[src/rtl/sd_block_sequencer_if.sv]
// SPI byte-shifter handshake between the block sequencer (master) and the
// byte shifter (slave). Exactly one exchange can be outstanding at a time.
interface sd_block_sequencer_if;
  logic       sh_start;
  logic [7:0] sh_byte;
  logic       sh_done;
  logic [7:0] sh_rxbyte;

  modport master (output sh_start, output sh_byte, input sh_done, input sh_rxbyte);
  modport slave  (input sh_start, input sh_byte, output sh_done, output sh_rxbyte);
endinterface

[src/rtl/sd_block_sequencer.sv]
// SD card SPI-mode block sequencer: drives start-token / data / CRC /
// data-response / write-busy phases of a single block read or write through
// a byte-exchange shifter. All state changes on the falling clock edge.
module sd_block_sequencer #(
  parameter int unsigned TOKEN_LIMIT = 255,
  parameter int unsigned BUSY_LIMIT  = 65535
) (
  input  logic                         clock,
  input  logic                         reset,
  input  logic                         cmd_start,
  input  logic                         cmd_write,
  input  logic [9:0]                   cmd_count,
  input  logic                         cmd_abort,
  input  logic [7:0]                   tx_data,
  input  logic                         tx_valid,
  output logic                         tx_ready,
  output logic [7:0]                   rx_data,
  output logic                         rx_valid,
  sd_block_sequencer_if.master         sh,
  output logic                         busy,
  output logic                         done,
  output logic                         err,
  output logic [4:0]                   resp_code
);

  typedef enum logic [2:0] {
    IDLE,
    TOKEN,
    DATA,
    CRC,
    RESP,
    BUSYWAIT,
    FINISH
  } state_t;

  localparam logic [7:0]  TOKEN_LAST = 8'(TOKEN_LIMIT - 1);
  localparam logic [15:0] BUSY_LAST  = 16'(BUSY_LIMIT - 1);
  localparam logic [7:0]  START_TOK  = 8'hFE;
  localparam logic [7:0]  FILL_BYTE  = 8'hFF;
  localparam logic [4:0]  RESP_OK    = 5'b00101;

  state_t      state;
  logic        is_write;
  logic [9:0]  byte_cnt;
  logic [7:0]  poll_cnt;
  logic [15:0] busy_cnt;
  logic        crc_second;
  logic        in_flight;
  logic        abort_pend;
  logic        abort_req;

  assign busy      = (state != IDLE);
  // A pending abort and a same-cycle abort are handled identically.
  assign abort_req = abort_pend | cmd_abort;

  // Sequencer FSM: one exchange at a time, byte processing before abort.
  always_ff @(negedge clock or negedge reset) begin
    if (!reset) begin
      state       <= IDLE;
      is_write    <= 1'b0;
      byte_cnt    <= '0;
      poll_cnt    <= '0;
      busy_cnt    <= '0;
      crc_second  <= 1'b0;
      in_flight   <= 1'b0;
      abort_pend  <= 1'b0;
      sh.sh_start <= 1'b0;
      sh.sh_byte  <= FILL_BYTE;
      tx_ready    <= 1'b0;
      rx_data     <= FILL_BYTE;
      rx_valid    <= 1'b0;
      done        <= 1'b0;
      err         <= 1'b0;
      resp_code   <= '0;
    end else begin
      sh.sh_start <= 1'b0;
      tx_ready    <= 1'b0;
      rx_valid    <= 1'b0;
      done        <= 1'b0;

      if (state != IDLE && state != FINISH && cmd_abort)
        abort_pend <= 1'b1;

      case (state)
        IDLE: begin
          if (cmd_start) begin
            is_write   <= cmd_write;
            byte_cnt   <= cmd_count;
            poll_cnt   <= '0;
            busy_cnt   <= '0;
            crc_second <= 1'b0;
            abort_pend <= 1'b0;
            err        <= 1'b0;
            resp_code  <= '0;
            state      <= TOKEN;
          end
        end

        FINISH: begin
          done       <= 1'b1;
          abort_pend <= 1'b0;
          state      <= IDLE;
        end

        default: begin
          if (!in_flight) begin
            if (abort_req) begin
              err   <= 1'b1;
              state <= FINISH;
            end else if (state == DATA && is_write) begin
              if (tx_valid) begin
                sh.sh_start <= 1'b1;
                sh.sh_byte  <= tx_data;
                tx_ready    <= 1'b1;
                in_flight   <= 1'b1;
              end
            end else begin
              sh.sh_start <= 1'b1;
              sh.sh_byte  <= (state == TOKEN && is_write) ? START_TOK : FILL_BYTE;
              in_flight   <= 1'b1;
            end
          end else if (sh.sh_done) begin
            in_flight <= 1'b0;
            case (state)
              TOKEN: begin
                if (is_write || sh.sh_rxbyte == START_TOK) begin
                  state <= (byte_cnt == '0) ? CRC : DATA;
                end else if (poll_cnt == TOKEN_LAST) begin
                  err   <= 1'b1;
                  state <= FINISH;
                end else begin
                  poll_cnt <= poll_cnt + 8'd1;
                end
              end
              DATA: begin
                if (!is_write) begin
                  rx_data  <= sh.sh_rxbyte;
                  rx_valid <= 1'b1;
                end
                byte_cnt <= byte_cnt - 10'd1;
                if (byte_cnt == 10'd1)
                  state <= CRC;
              end
              CRC: begin
                if (crc_second)
                  state <= is_write ? RESP : FINISH;
                else
                  crc_second <= 1'b1;
              end
              RESP: begin
                resp_code <= sh.sh_rxbyte[4:0];
                if (sh.sh_rxbyte[4:0] == RESP_OK) begin
                  state <= BUSYWAIT;
                end else begin
                  err   <= 1'b1;
                  state <= FINISH;
                end
              end
              BUSYWAIT: begin
                if (sh.sh_rxbyte != '0) begin
                  state <= FINISH;
                end else if (busy_cnt == BUSY_LAST) begin
                  err   <= 1'b1;
                  state <= FINISH;
                end else begin
                  busy_cnt <= busy_cnt + 16'd1;
                end
              end
              default: state <= IDLE;
            endcase
            // The completed byte above is still consumed; abort only
            // overrides where the FSM goes next.
            if (abort_req) begin
              err   <= 1'b1;
              state <= FINISH;
            end
          end
        end
      endcase
    end
  end

endmodule

[src/flat_wrapper.sv]
// flat-port wrapper written by rule: the top's interface ports become plain ports
module sd_block_sequencer_flat 
#(
  parameter int unsigned TOKEN_LIMIT = 255,
  parameter int unsigned BUSY_LIMIT  = 65535
)
  (clock, reset, cmd_start, cmd_write, cmd_count, cmd_abort, tx_data, tx_valid, tx_ready, rx_data, rx_valid, busy, done, err, resp_code, sh_sh_start, sh_sh_byte, sh_sh_done, sh_sh_rxbyte);
  sd_block_sequencer_if sh_i ();
  input  logic clock;
  input  logic reset;
  input  logic cmd_start;
  input  logic cmd_write;
  input  logic [9:0] cmd_count;
  input  logic cmd_abort;
  input  logic [7:0] tx_data;
  input  logic tx_valid;
  output logic tx_ready;
  output logic [7:0] rx_data;
  output logic rx_valid;
  output logic busy;
  output logic done;
  output logic err;
  output logic [4:0] resp_code;
  output wire logic [$bits(sh_i.sh_start)-1:0] sh_sh_start;
  output wire logic [$bits(sh_i.sh_byte)-1:0] sh_sh_byte;
  input wire logic [$bits(sh_i.sh_done)-1:0] sh_sh_done;
  input wire logic [$bits(sh_i.sh_rxbyte)-1:0] sh_sh_rxbyte;
  assign sh_sh_start = sh_i.sh_start;
  assign sh_sh_byte = sh_i.sh_byte;
  assign sh_i.sh_done = sh_sh_done;
  assign sh_i.sh_rxbyte = sh_sh_rxbyte;
  sd_block_sequencer #(.TOKEN_LIMIT(TOKEN_LIMIT), .BUSY_LIMIT(BUSY_LIMIT)) u_core (.clock(clock), .reset(reset), .cmd_start(cmd_start), .cmd_write(cmd_write), .cmd_count(cmd_count), .cmd_abort(cmd_abort), .tx_data(tx_data), .tx_valid(tx_valid), .tx_ready(tx_ready), .rx_data(rx_data), .rx_valid(rx_valid), .sh(sh_i), .busy(busy), .done(done), .err(err), .resp_code(resp_code));
endmodule
[config.mk]
export PLATFORM = sky130hd
export DESIGN_NAME = sd_block_sequencer_flat
export DESIGN_NICKNAME = d
export VERILOG_FILES = /design/src/rtl/sd_block_sequencer_if.sv /design/src/rtl/sd_block_sequencer.sv /design/src/flat_wrapper.sv
export SDC_FILE = /design/constraint.sdc
export NUM_CORES = 1
export LEC_CHECK = 0
export BUFFER_PORTS_ARGS = -buffer_cell sky130_fd_sc_hd__buf_2
export CORE_ASPECT_RATIO = 1.1
export CORE_MARGIN = 5
export CORE_UTILIZATION = 40
export CTS_BUF_LIST = sky130_fd_sc_hd__clkbuf_4 sky130_fd_sc_hd__clkbuf_8
export DETAILED_ROUTE_END_ITERATION = 12
export PLACE_DENSITY = 0.64
export SLEW_MARGIN = 0
export SYNTH_ARGS = -nofsm -noshare
export SYNTH_HDL_FRONTEND = slang
export SYNTH_SLANG_ARGS = --single-unit
[constraint.sdc]
create_clock -name clock -period 2.48 [get_ports clock]
set_clock_uncertainty 0.05 [all_clocks]
set_input_delay 0.248 -clock clock [delete_from_list [all_inputs] [get_ports clock]]
set_output_delay 0.248 -clock clock [all_outputs]
set_load 0.1 [all_outputs]
* Word level (Yosys, flattened, before mapping) *
Index checks and enable logic that the tools add are counted.

storage, ports and cells
  word-level logic and storage cells = 163
  input port bits = 33
  bits in registers = 67
  output and inout bits = 27

operators by class
  add/subtract/negate cells = 3
  reduce and logical (&&, ||, !) cells = 30
  muxes and demuxes = 79
  equal/unequal tests = 29
  bitwise gates (word level) = 6

operator list
  operator                 number
  $mux W16                 6
  $mux W8                  8
  $mux W10                 4
  $mux W1                  34
  $mux W3                  11
  $pmux W16 S2             1
  $reduce_and A7 Y1        3
  $mux W5                  4
  $pmux W10 S2             1
  $reduce_and A5 Y1        4
  $add A16 B1 Y16 const B  1
  $eq A16 B16 Y1 const B   1
  $eq A8 B8 Y1 const B     2
  $ne A4 B3 Y1 const B     4
  $pmux W8 S2              1
  $pmux W3 S5              1
  $reduce_bool A2 Y1       7
  $ne A2 B2 Y1 const B     6
  $eq A10 B1 Y1 const B    1
  $logic_not A10 Y1        1
  $pmux W5 S2              1
  $reduce_and A10 Y1       1
  $sub A10 B1 Y10 const B  1
  $eq A3 B3 Y1 const B     3
  other kinds (27)         40

* Depth between registers and ports, before layout *
Gate-level depths: netlist of the first run.

  word-level depth = 8
  mapped depth = 9
  mapped depth without buffers = 7

==> results of run 1 <==
-- cells in the final DEF (no fill, tap or decap), types with 4 or more instances in the layout --
master     n
buf_4     57
dfrtn_1   51
nand2_1   38
buf_12    29
inv_1     27
buf_2     24
o21ai_0   22
nor2_1    20
buf_6     16
dfstp_2   16
a21oi_1   15
nand4_1   14
nand3_1   10
mux2i_1   10
clkbuf_8   9
o22a_1     8
mux2_2     8
a21oi_2    8
o21ai_1    7
ha_1       7
nor3_1     6
a31oi_1    5
nor3_4     5
and4_1     5
or3_4      5
inv_6      5
buf_8      5
xor2_1     4
and3_1     4
o31ai_2    4
nor4_1     4
o31ai_4    4
-- registers in the layout, summed over array words and instances (netlist names), 3 cells and up --
signal	count
u_core.poll_cnt	8
u_core.busy_cnt	16
u_core.rx_data	8
u_core.byte_cnt	10
u_core.state	3
u_core.sh.sh_byte	8
u_core.resp_code	5
-- timing repair --
item | in CTS | in global routing
endpoints found under the setup margin | 50 | 61
pin swaps | 37 | 25
endpoints found under the hold margin | 0 | 0
gates cloned | 1 | 0
hold buffers | 0 | 0
setup buffers | 21 | 6
resized for setup | 50 | 41
-- power groups by stage --
stage	Clock, mW	Combinational [mW]	Sequential (mW)
2_1_floorplan	0.0420	1.29	3.10
3_3_place_gp	0.0420	3.98	1.89
3_5_place_dp	0.0420	4.03	1.90
4_1_cts	1.02	4.26	1.89
5_1_grt	1.10	4.60	1.94
6_report	0.998	4.39	1.89
-- path summary, 6_finish.rpt --
check | startpoint | to | slack (ns) | cells past startpoint
worst max-delay path | u_core.state[0] | busy | -0.32 | 4
worst min-delay path | u_core.poll_cnt[7] | u_core.poll_cnt[7] | 0.38 | 1
worst max register to register | u_core.poll_cnt[2] | u_core.state[1] | 0.02 | 5
worst min register to register | u_core.poll_cnt[7] | u_core.poll_cnt[7] | 0.38 | 1
max in group asynchronous | reset | u_core.sh.sh_byte[0] | 0.99 | 2
min in group asynchronous | reset | u_core.resp_code[3] | 0.99 | 2
-- layout make-up --
cell class	instances	area, sq um	share of cell area
timing repair buffer	132	1390	0.241
tap	114	143	0.0247
clock buffer	9	124	0.0215
clock inverter	23	126	0.0219
inverter	12	57.6	0.00997
multi-input combinational	285	2230	0.387
sequential	67	1700	0.294
-- logic make-up (layout without fill, tap and decap cells) --
| group | Yosys count | in the layout | synth area share |
|---|---|---|---|
| adder cells (fa/ha/maj) | 7 | 7 | 0.0241 |
| multiplexers | 18 | 18 | 0.0523 |
| XOR/XNOR | 7 | 7 | 0.0169 |
| buffers and inverters | 29 | 176 | 0.0323 |
| AND/OR/NAND/NOR | 148 | 149 | 0.222 |
| flip-flops | 67 | 67 | 0.467 |
| AO/OA/AOI/OAI | 104 | 104 | 0.186 |
-- stage by stage --
step | cells | hold WS, ns
after floorplan | 380 | 0.344
after global placement | 589 | 0.375
after detailed placement | 589 | 0.392
after CTS | 639 | 0.390
after global routing | 642 | 0.423
final | 642 | 0.384
-- metal layers --
layer	global-route usage	vias to the layer above
met5	0	-
met4	0.0826	0
met3	0.0428	26
met2	0.355	112
met1	0.250	1801
li1	-	1718
==> flow_metrics.py, run 1 <==
metrics = {
    "status": {
        "outcome": "finished with violations",
        "violations": "setup timing",
    },
    "detailed_routing": {
        "top_layer": "met4",
        "wire_per_inst_um": 17.0,
        "dr_wl_met2_mm": 5.78,
        "wl_mm": 10.9,
        "viasPerCell": 5.70,
        "route.met3.wl_um": 476,
        "drt_pre_antenna_iters": 4,
        "vias": 3657,
        "met1_length_mm": 4.42,
        "drc": 0,
        "ant_nets": 0,
        "drt_iter0_drc": 186,
    },
    "timing": {
        "worstMarginPinSlew_ns": 0.885,
        "setup_slack_ns": -0.320,
        "finalSetupViolCount": 46,
        "slew_violations": 0,
        "rsz0062_at_grt": "true",
        "tns_ns": -4.98,
        "finalHoldViolations": 0,
        "slew_headroom": 0.404,
    },
    "yosys": {
        "synth-seq-area-share": 0.467,
        "avgSynthCellArea_sq_um": 9.57,
        "synthFlopType": "dfrtn_1",
        "yosysMostFrequentCell": "dfrtn_1",
        "yosysTopAreaCell": "dfrtn_1",
        "yosys_register_bits": 67,
        "synth-edff-count": 0,
        "ys_types": 58,
        "async_flop_share": 1.00,
        "syn_area_sq_um": 3640,
        "synth.area.top_cells": "dfrtn_1 35%, dfstp_2 12%, o21ai_0 4.3%, nand2_1 4.1%, a21oi_1 3.2%",
        "syn_inst": 380,
        "ys_warn_count": 0,
        "synth_commonest_cells": "51 x dfrtn_1, 40 x nand2_1, 31 x o21ai_0",
        "synthesis.nets": 420,
        "yosysTopAreaCellShare": 0.351,
    },
    "global_routing": {
        "antenna_found_initial": 0,
        "gr-total-overflow": 0,
        "grt_pass1_wl_mm": 18.0,
        "grt_start_max_net_pins": 68,
        "grt_usage": 0.205,
        "grt_pass1_vias": 3695,
    },
    "pwr": {
        "leakage_nw": 2.52,
        "intPower_mw": 3.68,
        "seq_power_share": 0.260,
        "switching_power_mw": 3.60,
        "pwr-share-clk": 0.137,
        "p_total_mw": 7.28,
        "powerDensity_nw_per_um2": 1260,
        "power_switching_share": 0.494,
        "share_comb_of_total_power": 0.603,
        "ir_worst_vdd_v": 0.00109,
    },
    "cells_and_area": {
        "drive_gt1_frac": 0.445,
        "fillCellCount": 675,
        "fin_util": 0.651,
        "layout.nets": 563,
        "final_area_sq_um": 5770,
        "syn_to_final_growth_pct": 58.8,
        "n_antenna_cell": 0,
    },
    "clock_network": {
        "clockRootBuffer": "clkbuf_8",
        "clock_path_buffers": 2,
        "cts_tree": "built",
        "htreeDepth": 3,
        "insertion_delay_ns": 0.34,
        "cts_sinks": 67,
        "cts_buffers": 9,
        "cts.clk_slew.worst_paths_ns": 0.06,
    },
    "die": {
        "rows": 36,
        "pin_count": 60,
        "coreArea_sq_um": 8870,
        "fp.dieW_um": 101,
        "die_h_um": 110,
        "die_area_sq_um": 11100,
        "initial_core_util": 0.410,
    },
    "place": {
        "pre_cts_ws_ns": -0.620,
        "placed_cell_area_sq_um": 4940,
        "port_buffers": 59,
        "hpwl_mm": 7.30,
        "place.gp.congestion": 0.850,
    },
    "setup_path": {
        "path_class": "flip-flop to primary output",
        "path_buf_inv": 3,
        "required_ns": 2.18,
        "critical_path.top_delay_family": "flip-flops",
        "cp-start-kind": "flip-flop",
        "cpMostUsedCell": "buf_12",
        "crit_fanout": 2,
        "arrival_ns": 2.50,
        "path_cells": "nor3_4 > buf_12 > inv_12 > buf_12",
        "slowest_delay_ns": 0.37,
        "endpoint_kind": "primary output",
        "critPathSlowestCell": "dfrtn_1",
    },
    "flow_run": {
        "drv.max_cap_violation_count": 0,
    },
    "worst_hold_path": {
        "hold_path.class": "flip-flop to flip-flop",
    },
}
No activity file was read; power rests on OpenSTA's default activity.
==> run 2, diff against run 1 <==
--- a/config.mk
+++ b/config.mk
@@ -12,6 +12,7 @@
 export CTS_BUF_LIST = sky130_fd_sc_hd__clkbuf_4 sky130_fd_sc_hd__clkbuf_8
 export DETAILED_ROUTE_END_ITERATION = 12
 export PLACE_DENSITY = 0.64
+export RECOVER_POWER = 50
 export SLEW_MARGIN = 0
 export SYNTH_ARGS = -nofsm -noshare
 export SYNTH_HDL_FRONTEND = slang
==> flow_metrics.py, run 2 (synthesized netlist as in run 1, its figures left out) <==
metrics = {
    "detailed_routing": {
        "vias": 3683,
        "drt_pre_antenna_iters": 5,
        "wl_mm": 11.0,
        "viasPerCell": 5.74,
        "ant_nets": 0,
        "drc": 0,
        "wire_per_inst_um": 17.1,
        "drt_iter0_drc": 176,
    },
    "clock_network": {
        "cts_tree": "built",
        "clock_path_buffers": 2,
        "cts_sinks": 67,
        "htreeDepth": 3,
        "cts.hold.buffers_added": 0,
        "cts.clk_slew.worst_paths_ns": 0.06,
        "clockRootBuffer": "clkbuf_8",
        "insertion_delay_ns": 0.34,
        "cts_buffers": 9,
    },
    "setup_path": {
        "arrival_ns": 2.50,
        "crit_start": "u_core.state[0]",
        "worstReg2RegEnd": "u_core.state[1]",
        "crit_fanout": 2,
        "cp-start-kind": "flip-flop",
        "r2r_start": "u_core.poll_cnt[3]",
        "endpoint_kind": "primary output",
        "r2r_slack_ns": 0.04,
        "path_class": "flip-flop to primary output",
        "critPathCapture": "busy",
        "reg2reg_depth": 5,
        "required_ns": 2.18,
    },
    "cells_and_area": {
        "final_cell_count_no_fill": 642,
        "drive_gt1_frac": 0.445,
        "syn_to_final_growth_pct": 58.4,
        "fillCellCount": 677,
        "largestRegisters": "u_core.busy_cnt x16, u_core.byte_cnt x10",
        "final_area_sq_um": 5760,
        "final_cell_mix": "57 x buf_4, 51 x dfrtn_1, 38 x nand2_1, 28 x buf_12, 27 x inv_1",
        "top_register": "u_core.busy_cnt",
        "n_antenna_cell": 0,
        "layout.nets": 563,
        "layout_commonest_cell": "buf_4",
        "largest_reg_flops": 16,
    },
    "place": {
        "port_buffers": 59,
        "hpwl_mm": 7.30,
        "place_inst": 589,
        "place.gp.congestion": 0.850,
        "pre_cts_ws_ns": -0.620,
        "placed_cell_area_sq_um": 4940,
    },
    "timing": {
        "finalHoldViolations": 0,
        "slew_headroom": 0.386,
        "setup_slack_ns": -0.318,
        "rsz0062_at_grt": "true",
        "worstMarginPinSlew_ns": 0.921,
        "tns_ns": -5.01,
        "finalSetupViolCount": 46,
        "slew_violations": 0,
    },
    "die": {
        "die_h_um": 110,
        "fp.dieW_um": 101,
        "rows": 36,
        "pin_count": 60,
        "coreArea_sq_um": 8870,
        "die_area_sq_um": 11100,
        "initial_core_util": 0.410,
    },
    "status": {
        "violations": "setup timing",
        "outcome": "finished with violations",
    },
    "pwr": {
        "share_comb_of_total_power": 0.603,
        "power_switching_share": 0.495,
        "switching_power_mw": 3.60,
        "intPower_mw": 3.68,
        "ir_worst_vdd_v": 0.00109,
        "pwr-share-clk": 0.137,
        "seq_power_share": 0.260,
        "p_total_mw": 7.28,
        "leakage_nw": 2.52,
        "powerDensity_nw_per_um2": 1260,
    },
    "flow_run": {
        "drv.max_cap_violation_count": 0,
    },
    "worst_hold_path": {
        "hold_depth": 1,
        "hold_path.class": "flip-flop to flip-flop",
    },
    "global_routing": {
        "grt_start_max_net_pins": 68,
        "gr-total-overflow": 0,
        "grt_pass1_wl_mm": 18.0,
        "antenna_found_initial": 0,
        "grt_usage": 0.205,
        "grt_pass1_vias": 3695,
    },
}
## run 2: power groups by stage
stage               Combinational (mW)  Sequential [mW]  Clock (mW)
detailed placement                4.03             1.90      0.0420
finish                            4.39             1.89       0.999
floorplan                         1.29             3.10      0.0420
global route                      4.60             1.94        1.10
CTS                               4.26             1.89        1.02
global placement                  3.98             1.89      0.0420
## run 2: worst min-delay path by stage
stage / endpoint / start
floorplan: u_core.poll_cnt[7] / u_core.poll_cnt[7]
detailed placement: u_core.poll_cnt[7] / u_core.poll_cnt[7]
global placement: u_core.poll_cnt[7] / u_core.poll_cnt[7]
finish: u_core.poll_cnt[7] / u_core.poll_cnt[7]
global route: u_core.poll_cnt[7] / u_core.poll_cnt[7]
CTS: u_core.poll_cnt[7] / u_core.poll_cnt[7]
## run 2: per-layer routing
metal	global-route usage	wire length, um
met5	0	0
met4	0.0826	220
met1	0.250	4460
met2	0.355	5850
met3	0.0428	440
## run 2: critical path, cell delays in order, from the launching register on
cell and delay [ns]:
dfrtn_1 0.37, nor3_4 0.22, buf_12 0.15, inv_12 0.03, buf_12 0.15
## run 2: area by class of cell
| type | count | area, sq um | area share |
|---|---|---|---|
| multi-input cells | 285 | 2230 | 0.388 |
| flip-flops and latches | 67 | 1700 | 0.295 |
| repair buffers | 132 | 1380 | 0.239 |
| well taps | 114 | 143 | 0.0248 |
| clock inverters | 23 | 126 | 0.0219 |
| clock buffers | 9 | 124 | 0.0215 |
| inverters | 12 | 57.6 | 0.00999 |
## run 2: what timing repair did
| item | in CTS | in global routing |
|---|---|---|
| setup endpoints to repair | 50 | 61 |
| resized for setup | 50 | 41 |
| pin swaps | 37 | 25 |
| setup buffers | 21 | 6 |
| cloned | 1 | 0 |
## run 2: per-stage QoR
stage	util	hold WS, ns
2_1_floorplan	-	0.344
3_3_place_gp	0.556	0.375
3_5_place_dp	0.556	0.392
4_1_cts	0.629	0.390
5_1_grt	0.649	0.423
6_report	0.649	0.384
==> run 3, diff against run 2 <==
--- a/config.mk
+++ b/config.mk
@@ -6,11 +6,12 @@
 export NUM_CORES = 1
 export LEC_CHECK = 0
 export BUFFER_PORTS_ARGS = -buffer_cell sky130_fd_sc_hd__buf_2
-export CORE_ASPECT_RATIO = 1.1
+export CORE_ASPECT_RATIO = 1.25
 export CORE_MARGIN = 5
 export CORE_UTILIZATION = 40
 export CTS_BUF_LIST = sky130_fd_sc_hd__clkbuf_4 sky130_fd_sc_hd__clkbuf_8
 export DETAILED_ROUTE_END_ITERATION = 12
+export MAX_ROUTING_LAYER = met4
 export PLACE_DENSITY = 0.64
 export RECOVER_POWER = 50
 export SLEW_MARGIN = 0
==> constraint.sdc (replaced) <==
create_clock -name clock -period 3.3 [get_ports clock]
set_clock_uncertainty 0.05 [all_clocks]
set_input_delay 0.33 -clock clock [delete_from_list [all_inputs] [get_ports clock]]
set_output_delay 0.33 -clock clock [all_outputs]
set_load 0.1 [all_outputs]
==> flow_metrics.py, run 3 (synthesized netlist as in run 1, its figures left out) <==
metrics = {
    "detailed_routing": {
        "vias": 3379,
        "viasPerCell": 5.49,
        "drt_pre_antenna_iters": 5,
        "drc": 0,
        "wl_mm": 9.86,
        "drt_iter0_drc": 187,
        "wire_per_inst_um": 16.0,
        "ant_nets": 0,
    },
    "global_routing": {
        "grt_usage": 0.197,
        "gr-total-overflow": 0,
        "grt_start_max_net_pins": 28,
        "antenna_found_initial": 0,
        "grt_pass1_wl_mm": 16.8,
        "grt_pass1_vias": 3393,
    },
    "place": {
        "place_inst": 585,
        "placed_cell_area_sq_um": 4400,
        "hpwl_mm": 7.43,
        "pre_cts_ws_ns": -0.285,
        "place.gp.congestion": 0.906,
        "port_buffers": 59,
    },
    "die": {
        "initial_core_util": 0.403,
        "coreArea_sq_um": 9030,
        "pin_count": 60,
        "die_h_um": 117,
        "rows": 39,
        "fp.dieW_um": 95.3,
        "die_area_sq_um": 11100,
    },
    "cells_and_area": {
        "fillCellCount": 866,
        "final_cell_count_no_fill": 616,
        "largest_reg_flops": 16,
        "multi_input_area_sq_um": 1890,
        "syn_to_final_growth_pct": 30.0,
        "final_area_sq_um": 4730,
        "n_antenna_cell": 0,
        "fin_util": 0.523,
        "top_register": "u_core.busy_cnt",
        "layout_commonest_cell": "dfrtn_1",
        "seq_area_sq_um": 1700,
        "final_cell_mix": "51 x dfrtn_1, 46 x buf_4, 40 x nand2_1, 40 x buf_2, 29 x o21ai_0",
        "largestRegisters": "u_core.busy_cnt x16, u_core.byte_cnt x10",
        "layout.nets": 529,
        "drive_gt1_frac": 0.310,
    },
    "status": {
        "violations": "capacitance limit, slew limit",
        "outcome": "finished with violations",
    },
    "setup_path": {
        "required_ns": 2.92,
        "r2r_slack_ns": 0.22,
        "crit_fanout": 10,
        "path_class": "flip-flop to primary output",
        "arrival_ns": 2.88,
        "cp-start-kind": "flip-flop",
        "worstReg2RegEnd": "u_core.poll_cnt[7]",
        "reg2reg_depth": 7,
        "endpoint_kind": "primary output",
        "r2r_start": "u_core.state[0]",
    },
    "worst_hold_path": {
        "hold_depth": 1,
        "min_to": "u_core.poll_cnt[7]",
        "hold_path.class": "flip-flop to flip-flop",
        "hold_start": "u_core.poll_cnt[7]",
    },
    "clock_network": {
        "htreeDepth": 3,
        "cts.clk_slew.worst_paths_ns": 0.05,
        "cts_sinks": 67,
        "cts_buffers": 9,
        "clock_path_buffers": 2,
        "clockRootBuffer": "clkbuf_8",
        "cts_tree": "built",
        "insertion_delay_ns": 0.33,
    },
    "flow_run": {
        "drv.max_cap_violation_count": 1,
    },
    "pwr": {
        "p_total_mw": 4.64,
        "leakage_nw": 2.13,
        "ir_worst_vdd_v": 0.000817,
        "powerDensity_nw_per_um2": 981,
    },
    "timing": {
        "slew_violations": 26,
        "rsz0062_at_grt": "true",
        "slew_headroom": -0.0436,
        "setup_slack_ns": 0.0364,
        "worstMarginPinSlew_ns": 1.57,
        "finalHoldViolations": 0,
        "finalSetupViolCount": 0,
    },
}
==> run 3: changes by cell type in the layout (fill, tap and decap cells not counted), moves of 6 or more <==
cell,change
buf_6,-15
buf_2,+16
clkbuf_1,+6
a21oi_1,+7
a21oi_2,-7
buf_12,-23
o21ai_0,+7
o31ai_1,+7
buf_4,-11
==> run 3: layout make-up <==
cell class,instances,area share
clock buffers,10,0.0291
multi-input cells,284,0.400
clock inverters,21,0.0230
inverters,12,0.0111
flip-flops and latches,67,0.359
repair buffers,99,0.145
well taps,123,0.0326
==> run 3: worst max-delay path by stage <==
| stage | from | end | slack, ns | cells after the start |
|---|---|---|---|---|
| after floorplan | sh_sh_rxbyte[1] | u_core.busy_cnt[14] | -0.04 | 6 |
| after global placement | sh_sh_rxbyte[2] | u_core.busy_cnt[12] | -0.26 | 6 |
| after detailed placement | sh_sh_rxbyte[2] | u_core.busy_cnt[12] | -0.28 | 6 |
| after CTS | u_core.state[1] | busy | 0.02 | 4 |
| after global routing | cmd_start | u_core.busy_cnt[15] | -0.02 | 6 |
| final | u_core.state[1] | busy | 0.04 | 4 |
==> run 3: repair_timing <==
item                       4_1_cts  5_1_grt
setup buffers                    0        1
setup endpoints to repair       15       10
pin swaps                        1        2
resized for setup               20        9
hold buffers                     0        0
==> run 3: per-stage QoR <==
step	hold WS [ns]	TNS [ns]
after floorplan	0.344	-0.0891
after global routing	0.431	-0.0926
after CTS	0.396	0
after detailed placement	0.395	-4.51
final	0.387	0
after global placement	0.379	-3.98
==> run 3: report_power, final <==
part | internal (mW) | total [mW] | switching [mW] | leakage (nW)
Sequential | 1.14 | 1.35 | 0.203 | 0.834
Combinational | 0.719 | 2.54 | 1.82 | 1.11
Clock | 0.385 | 0.744 | 0.359 | 0.183
==> run 3: metal layers <==
layer,track usage,up-vias,routed length (um)
li1,-,1642,-
met1,0.226,1634,4020
met2,0.347,76,5280
met3,0.0322,27,312
met4,0.0693,0,256
met5,-,-,0
==> run 3: critical path: stages (launching register included) <==
cell and delay (ns):
dfrtn_1 0.44, nor3_2 0.05, buf_4 0.15, inv_8 0.09
buf_12 0.17
